==> src/rtl/toggle_pulse_tx.sv <==
// rtl/toggle_pulse_tx.sv - toggle-handshake request transmitter with pending-event counter
module toggle_pulse_tx #(
    parameter int SYNC_STAGES = 2,
    parameter int DEPTH       = 15
) (
    input  logic       clk1,
    input  logic       reset,
    input  logic       in,
    input  logic       ack_tgl,
    output logic       req_tgl,
    output logic       done,
    output logic       busy,
    output logic [3:0] pending_cnt,
    output logic       overflow
);

    localparam logic [3:0] DEPTH_L = 4'(DEPTH);

    typedef enum logic {
        IDLE = 1'b0,
        WAIT = 1'b1
    } state_t;

    state_t                 state;
    state_t                 state_nxt;
    logic [SYNC_STAGES-1:0] sync;
    logic                   ack_s;
    logic                   req_nxt;
    logic                   done_nxt;
    logic                   ovf_nxt;
    logic [3:0]             cnt_nxt;
    logic                   issue;
    logic                   accept;

    // Only the last synchronizer stage is safe to use; earlier stages may be metastable.
    assign ack_s = sync[SYNC_STAGES-1];

    // Synchronizer chain bringing the destination's ack toggle into clk1.
    always_ff @(posedge clk1) begin
        if (reset) begin
            sync <= '0;
        end else begin
            sync <= {sync[SYNC_STAGES-2:0], ack_tgl};
        end
    end

    // Handshake sequencing and pending-event accounting; every registered output is computed here.
    always_comb begin
        state_nxt = state;
        req_nxt   = req_tgl;
        done_nxt  = 1'b0;
        ovf_nxt   = overflow;
        cnt_nxt   = pending_cnt;
        issue     = 1'b0;

        case (state)
            IDLE: begin
                if (pending_cnt != 4'd0) begin
                    issue     = 1'b1;
                    req_nxt   = ~req_tgl;
                    state_nxt = WAIT;
                end
            end
            WAIT: begin
                // The toggle is acknowledged once the synchronized ack catches up with req_tgl.
                if (ack_s == req_tgl) begin
                    state_nxt = IDLE;
                    done_nxt  = 1'b1;
                end
            end
            default: begin
                state_nxt = IDLE;
            end
        endcase

        // A full counter can still accept an event when one leaves on the same edge.
        accept = in && ((pending_cnt < DEPTH_L) || issue);
        if (in && !accept) begin
            ovf_nxt = 1'b1;
        end

        if (accept && !issue) begin
            cnt_nxt = pending_cnt + 4'd1;
        end else if (!accept && issue) begin
            cnt_nxt = pending_cnt - 4'd1;
        end
    end

    // State and output registers; reset abandons any in-flight request.
    always_ff @(posedge clk1) begin
        if (reset) begin
            state       <= IDLE;
            req_tgl     <= 1'b0;
            done        <= 1'b0;
            overflow    <= 1'b0;
            pending_cnt <= 4'd0;
        end else begin
            state       <= state_nxt;
            req_tgl     <= req_nxt;
            done        <= done_nxt;
            overflow    <= ovf_nxt;
            pending_cnt <= cnt_nxt;
        end
    end

    assign busy = (state == WAIT) || (pending_cnt != 4'd0);

endmodule

==> config.mk <==
export PLATFORM = sky130hd
export DESIGN_NAME = toggle_pulse_tx
export DESIGN_NICKNAME = d
export VERILOG_FILES = /design/src/rtl/toggle_pulse_tx.sv
export SDC_FILE = /design/constraint.sdc
export NUM_CORES = 1
export LEC_CHECK = 0
export ABC_AREA = 1
export CORE_AREA = 2 2 39 41
export CTS_BUF_LIST = sky130_fd_sc_hd__clkbuf_8
export CTS_CLUSTER_DIAMETER = 80
export DETAILED_ROUTE_END_ITERATION = 8
export DIE_AREA = 0 0 41 43
export MAX_ROUTING_LAYER = met4
export PLACE_DENSITY = 0.66
export SYNTH_ARGS = -nofsm -noshare
export SYNTH_HDL_FRONTEND = slang
export SYNTH_SLANG_ARGS = --single-unit
export TNS_END_PERCENT = 100
==> constraint.sdc <==
create_clock -name clk1 -period 2.7 [get_ports clk1]
set_input_delay 0.27 -clock clk1 [delete_from_list [all_inputs] [get_ports clk1]]
set_output_delay 0.27 -clock clk1 [all_outputs]
set_load 0.005 [all_outputs]
== Word level (Yosys, flattened, before mapping) ==
Cells that the tools add are included.
Storage, ports and cells
  flip-flop bits (word level): 10
  bits of input ports: 4
  output and inout bits: 8
  logic and storage cells: 31
Operators by class
  add/sub/neg operators: 2
  magnitude comparators: 1
  eq/ne operators: 1
  multiplexer cells: 7
  bitwise operators: 2
  reductions and logical operators: 12
Operators with widths (count)
  4-bit two-way mux: 2
  4-bit by 1-bit adder with 4-bit output (second input constant): 1
  1-bit logical AND: 4
  4-bit < comparator (second input constant): 1
  1-bit two-way mux: 4
  4-bit nonzero test: 1
  4-bit by 1-bit subtractor with 4-bit output (second input constant): 1
  1-bit logical NOT: 2
  1-bit logical OR: 2
  1-bit NOT: 2
  1-bit one-hot mux with 2 select lines: 1
  2-bit AND reduction: 1
  2-bit nonzero test: 1
  2-bit OR reduction: 1
  1-bit equality test: 1

== Logic depth before layout (Yosys ltp) ==
Gate-level depths: netlist of run 1.
  depth after elaboration: 9
  gate-level depth with buffers: 14
  depth with buffers taken out: 14

== Worst setup path after synthesis of run 1 ==
Ideal clock, no wire load.
  kind: flip-flop to flip-flop
  start point: reg pending_cnt[0]
  end point: reg pending_cnt[3]
  setup time: 0.109 ns
  data arrival time: 1.781 ns
  data required time: 2.591 ns
  setup slack: 0.810 ns
  cell stages (with the launch flop): 13
  path buffers: 0
  period minus slack after synthesis: 1.890 ns
  cells stage by stage: dfxtp_1 nor2_2 nand2_2 nand2_4 a21boi_0 ha_1 inv_1 ha_1 or2_1 nand3_1 nand3_1 nand2_1 inv_1
Between the ends
  word-level cells in the longest chain between the ends: 8
  elaborated cells on any way between the ends: 15
  classes of those cells: 2 x add/sub; 1 x order compare; 4 x mux; 8 x reduce/logical
RTL lines
  start: declaration: RTL line 13  | output logic [3:0] pending_cnt,
  start signal: assignment: RTL line 102  | pending_cnt <= cnt_nxt;
  4-bit nonzero test: RTL line 58  | if (pending_cnt != 4'd0) begin
  1-bit two-way mux: RTL line 58
  1-bit two-way mux: RTL line 56  | case (state)
  1-bit logical OR: RTL line 77  | accept = in && ((pending_cnt < DEPTH_L) || issue);
  1-bit logical AND: RTL line 77
  1-bit logical NOT: RTL line 84  | end else if (!accept && issue) begin
  1-bit logical AND: RTL line 84
  2-bit nonzero test (no source line)
Several ways; a longest one is shown, not always the timed one. The select of a mux whose other input is x is not followed.
A chain may end at the register's enable or synchronous reset.

== Worst setup path after layout of run 1 ==
Same ends and word-level chain as after synthesis.

==> flow_summary.ini, run 1 <==
[status]
status = complete, no violations

[logic_synthesis]
synth.avg_cell_area_sq_um = 7.69
yosys.cell_types.count = 21
yosysWarnings = 0
synthCells = 69
ys_seq_elements = 10
synthArstFlopShare_pct = 0
yosys_most_used_dff = dfxtp_1
syn_area_sq_um = 531
yosysSeqAreaShare_pct = 37.7
syn_nets = 77
synth_edf_count = 0

[die]
die_w_um = 41
ioPinCount = 12
die_h_um = 43
rows = 14
die-area_sq_um = 1760
initial_core_util_pct = 38.3
design.core.area_sq_um = 1380

[timing]
setup-violations-final = 0
fin_crit_sh_pct = 76.0
hold_viol_final = 0
finalMaxSlewViolations = 0
period_needed_ns = 2.05
rsz0062_at_grt = no
fmax_mhz = 487
setup-tns-final_ns = 0
skew_ns = 0.00229
maxSlewHeadroom_pct = 73.8
tightest_slew_ns = 0.392

[clock_network]
cts_tree = yes
clock_sinks = 10
numCtsBuffers = 3
clock_path_buffers = 2
clockRootBuffer = clkbuf_8
htreeDepth = 1
insertion_delay_ns = 0.24
cts_hold_buf = 0
cts.clk_slew.worst_paths_ns = 0.05
ctsResizeCount = 0
postCtsSetupRepairBufs = 0

[layout]
final_nets = 92
post-route-util_pct = 51.4
n_antenna_cell = 0
multiInputGateArea_sq_um = 280
n_fill_cell = 149
drive_above_1_share_pct = 14.5
area_delta_synth_final_pct = 34.0
final_cells = 99
regArea_sq_um = 200

[grt]
track_usage_pct = 13.0
grt_first_pass_wirelength_um = 1470
grt_overflow = 0
grt_max_degree = 11
grt_pass1_vias = 383
antenna_found_initial = 0

[power]
clkPwrFrac_pct = 21.6
p_per_area_nw_per_um2 = 1230
swShare_pct = 38.7
pwr-share-comb_pct = 50.5
switchingPower_uw = 338
leakagePower_uw = 0.000320
internal_power_uw = 535
share_seq_of_total_power_pct = 27.9
peakVddDrop_mv = 0.477

[drt]
dr.first_iter.drc_count = 6
viasPerCell = 4.72
wire_per_inst_um = 9.41
final_antenna_net_count = 0
totalWireLength_um = 932
drt_pre_antenna_iters = 4
drc = 0
vias = 467

[setup_path]
worst-setup-path-type = reg2reg
crit_fanout = 6
start_kind = flop
rr_startpoint = pending_cnt[0]
cp-end-kind = flop
startpoint = pending_cnt[0]
worstPathRequired_ns = 2.84
worstPathArrival_ns = 2.19

[place]
dp.cells = 95
port_buffers = 11
dp_hpwl_um = 723
place_congestion = 0.753

[min_path]
min_from = sync[0]
hp-class = reg2reg

[job]
cap_viol_max_count = 0
-- metrics by stage --
step                      worst slack, ns  instance area, sq um  power (uW)  hold slack (ns)
final                               0.647                   711         873            0.405
after CTS                           0.626                   711         882            0.405
after global placement              0.577                   656         685            0.391
after floorplan                     0.810                   531         546            0.377
after detailed placement            0.540                   656         692            0.399
after global routing                0.468                   711         959            0.425
-- metal layers --
| metal | vias up | GRT usage (%) | share of wire [%] |
|---|---|---|---|
| li1 | 241 | - | - |
| met1 | 211 | 16.0 | 45 |
| met2 | 11 | 17.5 | 46 |
| met3 | 4 | 3.14 | 4.9 |
| met4 | 0 | 10.0 | 3.4 |
| met5 | - | - | 0 |
-- final cells by class --
class,instances,share of cell area [%]
multi-input combinational,46,39.4
inverter,12,6.34
sequential,10,28.2
tap,16,2.82
timing repair buffer,11,15.5
clock buffer,4,7.75
-- cells in the final DEF, fill, tap and decap left out, drive strengths merged, types with 2 or more instances in the layout --
cell / netlist / final
inv: 11 / 11
a21oi: 6 / 6
nor2: 9 / 9
clkdlybuf4s50: 0 / 11
nand2: 16 / 16
dfxtp: 10 / 10
xor2: 2 / 2
nand3: 4 / 4
clkbuf: 0 / 4
ha: 3 / 3
-- synthesized netlist by cell type (2+ instances only) --
cell type  instances  area, sq um
nor2_2             3         18.8
ha_1               3         37.5
a21oi_1            4         20.0
nor2_1             6         22.5
nand3_1            3         15.0
inv_1             11         41.3
a21oi_2            2         17.5
xor2_1             2         17.5
dfxtp_1           10          200
nand2_1           14         52.6
-- final timing paths --
check,end,slack [ns],cells past startpoint
min reg2reg,sync[1],0.41,2
min,sync[1],0.41,2
max,pending_cnt[3],0.65,12
max reg2reg,pending_cnt[3],0.65,12
-- cell families after synthesis --
group,count (synthesis),synth area share (%)
flip-flops,10,37.7
AND/OR/NAND/NOR,32,29.2
XOR/XNOR,2,3.30
adder cells (fa/ha/maj),4,10.8
AO/OA/AOI/OAI,8,9.43
buffers and inverters,13,9.43
-- critical path, cell delays in order (launching register included) --
cell and delay (ns):
dfxtp_1 0.46, nor2_2 0.07, nand2_2 0.10, nand2_4 0.07, a21boi_0 0.16, ha_1 0.20
inv_1 0.09, ha_1 0.31, or2_1 0.23, nand3_1 0.10, nand3_1 0.08, nand2_1 0.06
inv_1 0.03
-- flip-flops by register name, summed over array words and instances (netlist names) --
signal	cells
overflow	1
sync	2
done	1
pending_cnt	4
req_tgl	1
state	1
-- power groups by stage --
stage | registers, uW | logic [uW] | clock network (uW)
final | 244 | 441 | 189
after global routing | 253 | 508 | 198
after CTS | 245 | 447 | 190
after detailed placement | 247 | 445 | 0
after global placement | 247 | 438 | 0
after floorplan | 243 | 303 | 0
Note: power is estimated with default switching activity, not from simulation.
==> run 2: changes to the inputs <==
- clock period: 2.7 -> 2.05 ns (I/O delays scaled with it)
==> run 2 against run 1 <==
Compared with the run above:
- critical path depth unchanged
- sequential share of layout area down 1.1 points
- clock skew up 0.0021 ns
- global-route usage up 1.5 points
- routed wire length up 4.8%
- critical endpoint unchanged
- largest cell class unchanged
==> flow_summary.ini, run 2 (synthesis results as in run 1) <==
[setup_path]
worstPathArrival_ns = 2.02
path_buf_inv = 2
worst-setup-path-type = reg2reg
worstPathRequired_ns = 2.19
slowest_delay_ns = 0.37
start_kind = flop
cp-end-kind = flop
crit_fanout = 5
crit_family = simple AND/OR/NAND/NOR gates
critPathSlowestCell = dfxtp_1
crit_chain = nor2_2 > nand2_2 > nand2_4 > a21boi_2 > ha_2 > inv_1 > ha_1 > or2_1 > nand3_1 > nand3_1 > nand2_1 > inv_1

[place]
port_buffers = 11
dp.cells = 99
dp_hpwl_um = 755
place_congestion = 0.759

[drt]
met3_length_um = 43
vias = 460
dr.first_iter.drc_count = 7
drt_pre_antenna_iters = 4
viasPerCell = 4.47
drc = 0
final_antenna_net_count = 0
wl_met2_um = 466
totalWireLength_um = 977
wire_per_inst_um = 9.49
routed.top_layer = met4
drt-met1-wl_um = 451

[clock_network]
cts_hold_buf = 0
numCtsBuffers = 3
cts_tree = yes
postCtsSetupRepairBufs = 0
ctsResizeCount = 0
cts.clk_slew.worst_paths_ns = 0.05
htreeDepth = 1
insertion_delay_ns = 0.23
clock_path_buffers = 2
clockRootBuffer = clkbuf_8
clock_sinks = 10

[layout]
area_delta_synth_final_pct = 41.3
largest_reg_flops = 4
n_antenna_cell = 0
top_regs = pending_cnt x4, sync x2
final_cells = 103
layout_commonest_cell = nand2_1
top_register = pending_cnt
multiInputGateArea_sq_um = 287
drive_above_1_share_pct = 23.0
n_fill_cell = 143
final_cell_mix = 14 x nand2_1, 11 x inv_1, 11 x clkdlybuf4s50_1
regArea_sq_um = 203
final_nets = 96

[timing]
finalMaxSlewViolations = 0
period_needed_ns = 1.88
fin_crit_sh_pct = 91.8
hold_viol_final = 0
setup-violations-final = 0
maxSlewHeadroom_pct = 72.7
tightest_slew_ns = 0.408
fmax_mhz = 531
rsz0062_at_grt = no
skew_ns = 0.00443

[die]
die-area_sq_um = 1760
design.core.area_sq_um = 1380
initial_core_util_pct = 38.3
die_w_um = 41
rows = 14
die_h_um = 43
ioPinCount = 12

[power]
fin_total_pwr_uw = 1210
p_per_area_nw_per_um2 = 1610
peakVddDrop_mv = 0.689
leakagePower_uw = 0.000340

[job]
cap_viol_max_count = 0

[min_path]
hp-class = reg2reg

[grt]
grt_pass1_vias = 427
track_usage_pct = 14.6
grt_overflow = 0
antenna_found_initial = 0
grt_first_pass_wirelength_um = 1650
grt_max_degree = 11

[status]
status = complete, no violations
## run 2: final cells by class
cell class / count / area share [%]
multi-input cells: 46 / 38.2
flip-flops and latches: 10 / 27.0
repair buffers: 15 / 18.7
clock buffers: 4 / 7.35
inverters: 12 / 6.01
well taps: 16 / 2.67
## run 2: final timing paths
path | from | to | slack (ns) | depth (start not counted)
max reg2reg | pending_cnt[3] | pending_cnt[3] | 0.17 | 12
min reg2reg | sync[0] | sync[1] | 0.41 | 2
max | pending_cnt[3] | pending_cnt[3] | 0.17 | 12
min | sync[0] | sync[1] | 0.41 | 2
## run 2: power by group
group	total [uW]	internal (uW)	switching [uW]	leakage (uW)
Sequential	311	258	53.3	0.0000833
Combinational	656	323	333	0.000228
Clock	242	168	73.2	0.0000288
Total	1210	749	459	0.000340
## run 2: stage by stage
stage	setup WS [ns]	util (%)	hold slack [ns]	setup TNS [ns]	area [sq um]
after floorplan	0.160	-	0.312	0	531
after global placement	-0.00678	49.5	0.390	-0.00678	686
after detailed placement	-0.0424	49.5	0.399	-0.0424	686
after CTS	0.0290	53.5	0.406	0	741
after global routing	0.0110	54.2	0.448	0	749
final	0.167	54.2	0.405	0	749
## run 2: routing by layer
metal  global-route usage (%)  up-vias
met5                        -        -
met1                     14.3      199
li1                         -      250
met2                     21.9        9
met4                     10.0        0
met3                     6.28        2
## run 2: worst register-to-register path, stage by stage (launching register included)
cell	delay, ns
dfxtp_1	0.37
nor2_2	0.06
nand2_2	0.10
nand2_4	0.08
a21boi_2	0.12
ha_2	0.19
inv_1	0.09
ha_1	0.31
or2_1	0.23
nand3_1	0.08
nand3_1	0.07
nand2_1	0.06
inv_1	0.03
==> run 3: changes to the inputs <==
--- a/constraint.sdc
+++ b/constraint.sdc
@@ -3,2 +3,2 @@
 set_output_delay 0.205 -clock clk1 [all_outputs]
-set_load 0.005 [all_outputs]
+set_load 0.05 [all_outputs]
==> run 3 against run 2 <==
Compared with the run above:
- design area fell by 0.33%
- largest power group unchanged
- fmax rose by 2.0%
- largest cell class unchanged
- sequential cell count did not move
- global-route usage fell by 1.1 points
- power rose by 16%
- sequential share of layout area rose by 1.1 points
==> flow_summary.ini, run 3 (synthesis results as in run 1) <==
[clock_network]
insertion_delay_ns = 0.24
clockRootBuffer = clkbuf_8
numCtsBuffers = 3
clock_sinks = 10
cts.clk_slew.worst_paths_ns = 0.04
cts_hold_buf = 0
cts_tree = yes
htreeDepth = 1
clock_path_buffers = 2

[setup_path]
crit_family = adder cells
worst-setup-path-type = reg2reg
worst_r2r_endpoint = pending_cnt[2]
path_buf_inv = 2
slowest_delay_ns = 0.39
start_kind = flop
reg2regPathDepth = 10
cp_common_cell = inv_1
cp-end-kind = flop
rr_startpoint = pending_cnt[2]
critPathSlowestCell = fa_1
worstPathArrival_ns = 1.97
worstPathRequired_ns = 2.18
crit_fanout = 5
crit_chain = nor2_2 > nand2_2 > nand2_4 > a21boi_2 > ha_2 > inv_1 > fa_1 > xor2_1 > o21ai_0 > inv_1
r2r_slack_ns = 0.20

[die]
design.core.area_sq_um = 1380
die-area_sq_um = 1760
initial_core_util_pct = 38.3
ioPinCount = 12
die_w_um = 41
rows = 14
die_h_um = 43

[layout]
largest_reg_flops = 4
final_cells = 100
final_nets = 93
top_register = pending_cnt
final_cell_area_sq_um = 747
n_antenna_cell = 0
layout_commonest_cell = nand2_1
final_cell_mix = 14 x nand2_1, 11 x inv_1, 11 x clkdlybuf4s50_1
n_fill_cell = 136
multiInputGateArea_sq_um = 299
area_delta_synth_final_pct = 40.8
regArea_sq_um = 210
drive_above_1_share_pct = 23.8
top_regs = pending_cnt x4, sync x2

[timing]
fmax_mhz = 542
hold_viol_final = 0
setup-violations-final = 0
period_needed_ns = 1.85
whs_ns = 0.407
maxSlewHeadroom_pct = 66.8
finalMaxSlewViolations = 0
tightest_slew_ns = 0.496
fin_crit_sh_pct = 90.0
skew_ns = 0.00281

[drt]
vias = 454
viasPerCell = 4.54
final_antenna_net_count = 0
wire_per_inst_um = 9.31
drc = 0
dr.first_iter.drc_count = 6
totalWireLength_um = 931
drt_pre_antenna_iters = 4

[place]
dp_hpwl_um = 720
dp.cells = 96
place_congestion = 0.724
placed_cell_area_sq_um = 668
port_buffers = 11

[min_path]
hp-class = reg2reg
min_from = sync[0]
worstHoldEndpoint = sync[1]
min_delay_path_depth = 2

[power]
leakagePower_uw = 0.000326
fin_total_pwr_uw = 1400
p_per_area_nw_per_um2 = 1870
peakVddDrop_mv = 0.609

[grt]
grt_overflow = 0
grt_busiest_layer = met2
antenna_found_initial = 0
met2_usage_pct = 17.8
gr-usage-met1_pct = 16.1
use_met3_pct = 7.85
grt_first_pass_wirelength_um = 1490
grt_max_degree = 11
grt_pass1_vias = 348
track_usage_pct = 13.5

[job]
cap_viol_max_count = 0

[status]
status = complete, no violations
-- run 3: cell count changes in the layout (fill, tap and decap cells not counted) --
| cell | previous run | this run |
|---|---|---|
| ha_4 | 0 | 1 |
| ha_1 | 2 | 1 |
| dfxtp_1 | 8 | 6 |
| buf_4 | 4 | 1 |
| dfxtp_4 | 0 | 2 |
-- run 3: timing repair --
action,in CTS,in global routing
gates resized for setup,0,6
setup endpoints to repair,0,2
buffers inserted,0,0
-- run 3: cell type report --
class	instances	share of cell area, %
Sequential cell	10	28.1
Tap cell	16	2.68
Multi-Input combinational cell	46	40.0
Clock buffer	4	7.37
Timing Repair Buffer	12	15.7
Inverter	12	6.03
-- run 3: worst register-to-register path: stages (launching register included) --
cell	delay, ns
dfxtp_4	0.38
nor2_2	0.04
nand2_2	0.10
nand2_4	0.08
a21boi_2	0.12
ha_2	0.19
inv_1	0.11
fa_1	0.39
xor2_1	0.15
o21ai_0	0.14
inv_1	0.05
-- run 3: where the power goes --
group / total [uW] / leakage, uW / switching (uW) / internal, uW
sequential: 330 / 0.0000845 / 63.5 / 267
clock: 244 / 0.0000288 / 75.8 / 169
combinational: 822 / 0.000213 / 512 / 310
-- run 3: how the worst max path moves through the flow --
stage,startpoint,end,depth (start not counted)
2_1_floorplan,pending_cnt[0],pending_cnt[3],12
3_3_place_gp,in,pending_cnt[3],10
3_5_place_dp,in,pending_cnt[3],10
4_1_cts,pending_cnt[0],pending_cnt[3],12
5_1_grt,pending_cnt[0],pending_cnt[2],10
6_report,pending_cnt[2],pending_cnt[2],10
-- run 3: through the flow --
stage                     setup WS, ns  utilization [%]    TNS, ns
after floorplan                 0.0417                -          0
after global placement         -0.0134             48.3    -0.0134
after detailed placement       -0.0488             48.3    -0.0488
after CTS                       0.0539             52.3          0
after global routing         -0.000813             54.0  -0.000813
final                            0.204             54.0          0
-- run 3: per-layer routing --
metal | part of all wire, % | vias to the layer above | wire, um
met1 | 48 | 201 | 443
met3 | 4.7 | 3 | 44
met4 | 2.3 | 0 | 21
li1 | - | 241 | -
met5 | 0 | - | 0
met2 | 45 | 9 | 421
